File: config.mk
export PLATFORM = sky130hd
export DESIGN_NAME = logic_axi4_stream_fifo_sync_flat
export DESIGN_NICKNAME = d
export VERILOG_FILES = /design/src/rtl/logic_axi4_stream_fifo_sync_pkg.sv /design/src/rtl/logic_axi4_stream_fifo_sync_if.sv /design/src/rtl/logic_axi4_stream_fifo_sync_memory.sv /design/src/rtl/logic_axi4_stream_fifo_sync.sv /design/src/flat_wrapper.sv
export SDC_FILE = /design/constraint.sdc
export NUM_CORES = 1
export LEC_CHECK = 0
export ABC_AREA = 0
export CELL_PAD_IN_SITES_DETAIL_PLACEMENT = 1
export CELL_PAD_IN_SITES_GLOBAL_PLACEMENT = 1
export CORE_MARGIN = 10
export CORE_UTILIZATION = 30
export DETAILED_ROUTE_END_ITERATION = 12
export GPL_ROUTABILITY_DRIVEN = 0
export GPL_TIMING_DRIVEN = 0
export PLACE_DENSITY_LB_ADDON = 0.1
export SYNTH_ARGS = -nofsm -noshare
export SYNTH_HDL_FRONTEND = slang
export SYNTH_SLANG_ARGS = --single-unit
export TNS_END_PERCENT = 100
File: constraint.sdc
create_clock -name aclk -period 6.19 [get_ports aclk]
set_input_delay 1.5475 -clock aclk [delete_from_list [all_inputs] [get_ports aclk]]
set_output_delay 1.5475 -clock aclk [all_outputs]
set_load 0.03 [all_outputs]
File: src/rtl/logic_axi4_stream_fifo_sync_pkg.sv
// Shared types and sizing helpers for the single-clock AXI4-Stream FIFO.
// Contents: target_t (memory implementation selector), ptr_width(), level_width().
package logic_axi4_stream_fifo_sync_pkg;

  // Memory implementation selector
  typedef enum logic [1:0] {
    TARGET_GENERIC,
    TARGET_XILINX,
    TARGET_INTEL
  } target_t;

  // Pointer width for a ring of cap entries
  function automatic int unsigned ptr_width(input int unsigned cap);
    return (cap > 1) ? $clog2(cap) : 1;
  endfunction

  // Width able to hold 0..cap inclusive
  function automatic int unsigned level_width(input int unsigned cap);
    return $clog2(cap + 1);
  endfunction

endpackage

File: src/rtl/logic_axi4_stream_fifo_sync_if.sv
// AXI4-Stream handshake bundle.
// Signals: tvalid, tready, tlast, tdata[WIDTH].
// Modports: master drives valid/last/data, slave drives ready.
interface logic_axi4_stream_fifo_sync_if #(
  parameter int unsigned WIDTH = 1
);
  logic             tvalid;
  logic             tready;
  logic             tlast;
  logic [WIDTH-1:0] tdata;

  modport master (output tvalid, output tlast, output tdata, input tready);
  modport slave  (input tvalid, input tlast, input tdata, output tready);
endinterface

File: src/rtl/logic_axi4_stream_fifo_sync_memory.sv
// Simple dual-port RAM with one-cycle registered read.
// Ports: clk; wr_en/wr_addr/wr_data write port; rd_en/rd_addr read request;
//        rd_data registered read data, held while rd_en is low.
module logic_axi4_stream_fifo_sync_memory
  import logic_axi4_stream_fifo_sync_pkg::*;
#(
  parameter int unsigned DEPTH  = 8,
  parameter int unsigned DATA_W = 2,
  parameter int unsigned ADDR_W = 3,
  parameter target_t     TARGET = TARGET_GENERIC
) (
  input  logic              clk,
  input  logic              wr_en,
  input  logic [ADDR_W-1:0] wr_addr,
  input  logic [DATA_W-1:0] wr_data,
  input  logic              rd_en,
  input  logic [ADDR_W-1:0] rd_addr,
  output logic [DATA_W-1:0] rd_data
);

  if (TARGET != TARGET_GENERIC) begin : g_vendor
    // Vendor flow: steer inference onto block RAM
    (* ram_style = "block" *) logic [DATA_W-1:0] mem [DEPTH];

    always_ff @(posedge clk) begin
      if (wr_en) mem[wr_addr] <= wr_data;
      if (rd_en) rd_data <= mem[rd_addr];
    end
  end else begin : g_generic
    logic [DATA_W-1:0] mem [DEPTH];

    always_ff @(posedge clk) begin
      if (wr_en) mem[wr_addr] <= wr_data;
      if (rd_en) rd_data <= mem[rd_addr];
    end
  end

endmodule

File: src/rtl/logic_axi4_stream_fifo_sync.sv
// Single-clock AXI4-Stream FIFO with fill level, threshold flags, sync flush
// and optional store-and-forward packet mode.
// Ports: aclk, areset (async, active-high), flush (sync clear),
//        rx (stream in, slave), tx (stream out, master),
//        level (words held incl. output stages), almost_full, almost_empty,
//        packet_overflow (one-cycle pulse on forced commit).
// Datapath: RAM -> registered RAM read (stage p) -> output register (tx).
`ifndef LOGIC_CONFIG_TARGET
`define LOGIC_CONFIG_TARGET TARGET_GENERIC
`endif

module logic_axi4_stream_fifo_sync
  import logic_axi4_stream_fifo_sync_pkg::*;
#(
  parameter int unsigned WIDTH        = 1,
  parameter int unsigned CAPACITY     = 256,
  parameter bit          PACKET_MODE  = 1'b0,
  parameter int unsigned ALMOST_FULL  = CAPACITY - 1,
  parameter int unsigned ALMOST_EMPTY = 1,
  parameter target_t     TARGET       = `LOGIC_CONFIG_TARGET
) (
  input  logic                             aclk,
  input  logic                             areset,
  input  logic                             flush,
  logic_axi4_stream_fifo_sync_if.slave     rx,
  logic_axi4_stream_fifo_sync_if.master    tx,
  output logic [$clog2(CAPACITY+1)-1:0]    level,
  output logic                             almost_full,
  output logic                             almost_empty,
  output logic                             packet_overflow
);

  localparam int unsigned PTR_W   = ptr_width(CAPACITY);
  localparam int unsigned LEVEL_W = level_width(CAPACITY);
  localparam int unsigned MEM_W   = WIDTH + 1;

  logic [PTR_W-1:0]   wr_ptr, rd_ptr;
  logic [LEVEL_W-1:0] mem_cnt;      // words in RAM not yet fetched
  logic [LEVEL_W-1:0] cmt_cnt;      // committed subset of mem_cnt
  logic               p_valid;      // RAM read register holds a word
  logic               cut_through;  // overflowed packet still arriving
  logic [MEM_W-1:0]   rd_data;

  logic               wr_c, rd_c, load_c, fetch_c, ovf_c, commit_c;
  logic [LEVEL_W-1:0] level_nxt_c, mem_cnt_nxt_c, cmt_cnt_nxt_c;

  // Ring pointer increment, wraps at CAPACITY-1 for any capacity
  function automatic logic [PTR_W-1:0] ptr_inc(input logic [PTR_W-1:0] p);
    return (32'(p) == CAPACITY - 1) ? '0 : p + PTR_W'(1);
  endfunction

  // Handshakes, pipeline advance and next-state counters
  always_comb begin
    wr_c     = rx.tvalid && rx.tready && !flush;
    rd_c     = tx.tvalid && tx.tready && !flush;
    load_c   = p_valid && (!tx.tvalid || tx.tready);
    fetch_c  = !flush && ((PACKET_MODE ? cmt_cnt : mem_cnt) != '0) && (!p_valid || load_c);
    // Full of one uncommitted packet: nothing could ever drain, so release it
    ovf_c    = PACKET_MODE && !flush && (32'(mem_cnt) == CAPACITY) && (cmt_cnt == '0);
    commit_c = (wr_c && (rx.tlast || cut_through)) || ovf_c;

    level_nxt_c   = level + LEVEL_W'(wr_c) - LEVEL_W'(rd_c);
    mem_cnt_nxt_c = mem_cnt + LEVEL_W'(wr_c) - LEVEL_W'(fetch_c);
    if (!PACKET_MODE || commit_c) cmt_cnt_nxt_c = mem_cnt_nxt_c;
    else                          cmt_cnt_nxt_c = cmt_cnt - LEVEL_W'(fetch_c);

    if (flush) begin
      level_nxt_c   = '0;
      mem_cnt_nxt_c = '0;
      cmt_cnt_nxt_c = '0;
    end
  end

  // State, flags and output stage
  always_ff @(posedge aclk or posedge areset) begin
    if (areset) begin
      wr_ptr          <= '0;
      rd_ptr          <= '0;
      mem_cnt         <= '0;
      cmt_cnt         <= '0;
      p_valid         <= 1'b0;
      cut_through     <= 1'b0;
      level           <= '0;
      almost_full     <= 1'b0;
      almost_empty    <= 1'b1;
      packet_overflow <= 1'b0;
      rx.tready       <= 1'b0;
      tx.tvalid       <= 1'b0;
      tx.tlast        <= 1'b0;
      tx.tdata        <= '0;
    end else begin
      level           <= level_nxt_c;
      mem_cnt         <= mem_cnt_nxt_c;
      cmt_cnt         <= cmt_cnt_nxt_c;
      rx.tready       <= 32'(level_nxt_c) < CAPACITY;
      almost_full     <= 32'(level_nxt_c) >= ALMOST_FULL;
      almost_empty    <= 32'(level_nxt_c) <= ALMOST_EMPTY;
      packet_overflow <= ovf_c;
      if (flush) begin
        wr_ptr      <= '0;
        rd_ptr      <= '0;
        p_valid     <= 1'b0;
        cut_through <= 1'b0;
        tx.tvalid   <= 1'b0;
        tx.tlast    <= 1'b0;
        tx.tdata    <= '0;
      end else begin
        if (wr_c)    wr_ptr <= ptr_inc(wr_ptr);
        if (fetch_c) rd_ptr <= ptr_inc(rd_ptr);

        if (fetch_c)     p_valid <= 1'b1;
        else if (load_c) p_valid <= 1'b0;

        if (ovf_c)                  cut_through <= 1'b1;
        else if (wr_c && rx.tlast)  cut_through <= 1'b0;

        // Output register only moves when empty or being consumed
        if (load_c) begin
          tx.tvalid             <= 1'b1;
          {tx.tlast, tx.tdata}  <= rd_data;
        end else if (rd_c) begin
          tx.tvalid <= 1'b0;
        end
      end
    end
  end

  logic_axi4_stream_fifo_sync_memory #(
    .DEPTH  (CAPACITY),
    .DATA_W (MEM_W),
    .ADDR_W (PTR_W),
    .TARGET (TARGET)
  ) u_memory (
    .clk     (aclk),
    .wr_en   (wr_c),
    .wr_addr (wr_ptr),
    .wr_data ({rx.tlast, rx.tdata}),
    .rd_en   (fetch_c),
    .rd_addr (rd_ptr),
    .rd_data (rd_data)
  );

endmodule

File: src/flat_wrapper.sv
// flat-port wrapper written by rule: the top's interface ports become plain ports
module logic_axi4_stream_fifo_sync_flat import logic_axi4_stream_fifo_sync_pkg::*;
#(
  parameter int unsigned WIDTH        = 1,
  parameter int unsigned CAPACITY     = 256,
  parameter bit          PACKET_MODE  = 1'b0,
  parameter int unsigned ALMOST_FULL  = CAPACITY - 1,
  parameter int unsigned ALMOST_EMPTY = 1,
  parameter target_t     TARGET       = `LOGIC_CONFIG_TARGET
)
  (aclk, areset, flush, level, almost_full, almost_empty, packet_overflow, rx_tvalid, rx_tlast, rx_tdata, rx_tready, tx_tvalid, tx_tlast, tx_tdata, tx_tready);
  logic_axi4_stream_fifo_sync_if #(.WIDTH(WIDTH)) rx_i ();
  logic_axi4_stream_fifo_sync_if #(.WIDTH(WIDTH)) tx_i ();
  input  logic aclk;
  input  logic areset;
  input  logic flush;
  output logic [$clog2(CAPACITY+1)-1:0] level;
  output logic almost_full;
  output logic almost_empty;
  output logic packet_overflow;
  input wire logic [$bits(rx_i.tvalid)-1:0] rx_tvalid;
  input wire logic [$bits(rx_i.tlast)-1:0] rx_tlast;
  input wire logic [$bits(rx_i.tdata)-1:0] rx_tdata;
  output wire logic [$bits(rx_i.tready)-1:0] rx_tready;
  output wire logic [$bits(tx_i.tvalid)-1:0] tx_tvalid;
  output wire logic [$bits(tx_i.tlast)-1:0] tx_tlast;
  output wire logic [$bits(tx_i.tdata)-1:0] tx_tdata;
  input wire logic [$bits(tx_i.tready)-1:0] tx_tready;
  assign rx_i.tvalid = rx_tvalid;
  assign rx_i.tlast = rx_tlast;
  assign rx_i.tdata = rx_tdata;
  assign rx_tready = rx_i.tready;
  assign tx_tvalid = tx_i.tvalid;
  assign tx_tlast = tx_i.tlast;
  assign tx_tdata = tx_i.tdata;
  assign tx_i.tready = tx_tready;
  logic_axi4_stream_fifo_sync #(.WIDTH(WIDTH), .CAPACITY(CAPACITY), .PACKET_MODE(PACKET_MODE), .ALMOST_FULL(ALMOST_FULL), .ALMOST_EMPTY(ALMOST_EMPTY), .TARGET(TARGET)) u_core (.aclk(aclk), .areset(areset), .flush(flush), .rx(rx_i), .tx(tx_i), .level(level), .almost_full(almost_full), .almost_empty(almost_empty), .packet_overflow(packet_overflow));
endmodule
==> flow_metrics.tcl <==
set metrics [dict create \
    status "finished, final reports clean" \
    power_mw 10.3 \
    grt_pass1_vias 14900 \
    synth_seq_cells 555 \
    route.detailed.drc 0 \
    cp.required_ns 6.63 \
    clockRootBuffer "clkbuf_16" \
    groute.usage.overall_pct 15.7 \
    htree_levels 3 \
    cts_tree "yes" \
    cp-start-kind "input port" \
    vias_per_cell 4.98 \
    port-buffer-count 20 \
    core_area_um2 77500 \
    yosys_warnings 0 \
    leakagePower_nw 8.48 \
    postPlaceCellArea_um2 25100 \
    syn-cell-area_um2 23500 \
    synth_commonest_cells "edfxtp_1, nor2_1, mux2i_1" \
    holdWs_ns 0.529 \
    fp.dieW_um 300 \
    synth-edff-count 514 \
    clock_skew_ns 0.0213 \
    drive_above_1_share_pct 12.5 \
    grt_pass1_wl_um 103000 \
    period_minus_slack_ns 4.92 \
    synth.avg_cell_area_um2 15.3 \
    worst_pin_slew_ns 1.10 \
    grt_overflow 0 \
    synth_top_cell_area_share_pct 65.7 \
    clk_pin_slew_ns 0.05 \
    vdd_ir_drop_max_mv 0.222 \
    grtUsageMet3_pct 2.84 \
    syn_to_final_growth_pct 15.9 \
    start_util_pct 30.3 \
    synth_top_area_cell "edfxtp_1" \
    final-hold-violation-count 0 \
    hpwl_um 47500 \
    path_max_fanout 10 \
    ant_nets 0 \
    finalSetupViolCount 0 \
    slew_violations 0 \
    synth_nets 1566 \
    yosys.cell_types.count 51 \
    wire_per_inst_um 26.1 \
    end_kind "register" \
    clk_path_buf_depth 3 \
    rsz0062_at_grt "false" \
    synthArstFlopShare_pct 7.39 \
    final.setup.tns_ns 0 \
    drtIter0Drc 865 \
    grt.busiest_layer "met2" \
    ioPinCount 23 \
    synth_cells 1531 \
    cts_hold_buf 0 \
    setup.worst_path.class "in -> reg" \
    rows 102 \
    grt_util_met1_pct 21.6 \
    nFillCells 8004 \
    ys_seq_area_share_pct 70.1 \
    yosysMostFrequentCell "edfxtp_1" \
    routed_wl_um 70800 \
    p_per_area_nw_per_um2 380 \
    max_freq_ghz 0.203 \
    grt_max_degree 143 \
    antenna_found_initial 0 \
    first_pass_iters 7 \
    via_count 13500 \
    crit_arrival_ns 5.37 \
    min-delay-path-class "reg -> reg" \
    dpl_worst_slack_ns 0.669 \
    timing.final.crit_share_pct 79.5 \
    maxCapViolations 0 \
    finalWorstSetupSlack_ns 1.27 \
    cts_buffers 68 \
    grt_use_met2_pct 25.4 \
    cts.repair.resized 0 \
    cts_setup_buffers 0 \
    clock_latency_ns 0.60 \
    synth_ff_type "edfxtp_1" \
    stdcell_area_um2 27200 \
    fp.dieArea_um2 89800 \
    nets 1659 \
    synthTopCellsByArea "edfxtp_1, mux4_2, mux2i_1" \
    relSlewSlack_pct 26.6 \
    die_y_um 300 \
    clock_sinks 555 \
]
-- stage by stage --
step | std cells | util [%]
final | 2716 | 35.1
after global routing | 2715 | 35.1
after CTS | 2715 | 35.1
after detailed placement | 2594 | 32.4
after global placement | 2591 | 32.2
after floorplan | 1531 | -
-- path summary, 6_finish.rpt --
check	start	end	slack, ns	cells after the start
max in group asynchronous	areset	u_core.almost_empty	4.31	3
worst max-delay path	flush	u_core.mem_cnt[8]	1.27	16
worst max register to register	u_core.mem_cnt[2]	u_core.mem_cnt[8]	2.17	18
worst min register to register	u_core.tx.tlast	u_core.tx.tlast	0.53	2
min in group asynchronous	areset	u_core.mem_cnt[2]	1.29	2
worst min-delay path	u_core.tx.tlast	u_core.tx.tlast	0.53	2
-- worst max-delay path, cell delays in order --
cell and delay, ns:
clkbuf_1 0.44, clkbuf_1 0.49, clkbuf_1 0.54, nor2_1 0.21, ha_1 0.33, inv_1 0.06, ha_1 0.15, inv_1 0.06
fa_1 0.42, nand2b_1 0.16, a21oi_1 0.20, o21ai_0 0.14, a21oi_1 0.23, o211ai_1 0.13, a21oi_1 0.18, nor3b_1 0.07
-- sequential cells by signal, indices dropped and copies added, names as in the netlist --
name / count
u_core.almost_empty: 1
u_core.tx.tdata: 1
u_core.rx.tready: 1
u_core.mem_cnt: 9
u_core.u_memory.g_generic.mem: 512
u_core.u_memory.rd_data: 2
u_core.wr_ptr: 8
u_core.p_valid: 1
u_core.rd_ptr: 8
u_core.level: 9
u_core.tx.tvalid: 1
u_core.almost_full: 1
u_core.tx.tlast: 1
-- cell families after synthesis --
kind of cell,after synthesis,synth area share (%)
mux,195,11.7
compound gates,204,6.01
buf+inv,140,3.04
simple gates,391,6.90
flops,555,70.1
fa+ha+maj,28,1.56
other cells,1,0.0160
xor+xnor,17,0.634
-- metal layers --
metal | vias up | routed length [um]
met4 | 0 | 1450
met3 | 101 | 2940
met5 | - | 0
li1 | 6062 | -
met2 | 249 | 33300
met1 | 7103 | 33100
-- layout make-up --
class	count	area [um2]	share of cell area, %
buffer	108	593	2.18
clock inverter	34	260	0.956
multi-input combinational	836	6300	23.2
timing repair buffer	23	285	1.05
tap	1040	1300	4.78
antenna	1	2.50	0.00919
inverter	32	120	0.441
sequential	555	16500	60.5
clock buffer	87	1890	6.94
-- where the power goes --
part	internal (mW)	leakage (nW)	switching, mW
combinational	0.907	2.28	1.33
clock	2.31	1.05	1.56
sequential	4.18	5.16	0.0558
total	7.40	8.48	2.94
-- layout by cell type, fill, tap and decap left out, drive strengths merged, types with 4 or more instances in the layout --
master | synthesis | final
or3 | 4 | 4
xor2 | 8 | 8
buf | 42 | 47
clkinv | 0 | 28
nor3 | 7 | 7
nand2 | 26 | 26
mux2i | 131 | 131
o22ai | 16 | 16
a21o | 6 | 6
a21oi | 33 | 33
nor2b | 13 | 13
edfxtp | 514 | 514
nand3 | 23 | 23
a221oi | 48 | 48
inv | 32 | 32
clkdlybuf4s50 | 0 | 18
a211oi | 18 | 18
dfrtp | 40 | 40
nand2b | 5 | 5
nand4 | 4 | 4
o221ai | 16 | 16
clkbuf | 66 | 153
xnor2 | 9 | 9
o21ai | 55 | 55
nor2 | 293 | 293
and2 | 4 | 4
ha | 26 | 26
mux4 | 64 | 64
bufinv | 0 | 4
(Power assumes the default switching activity.)
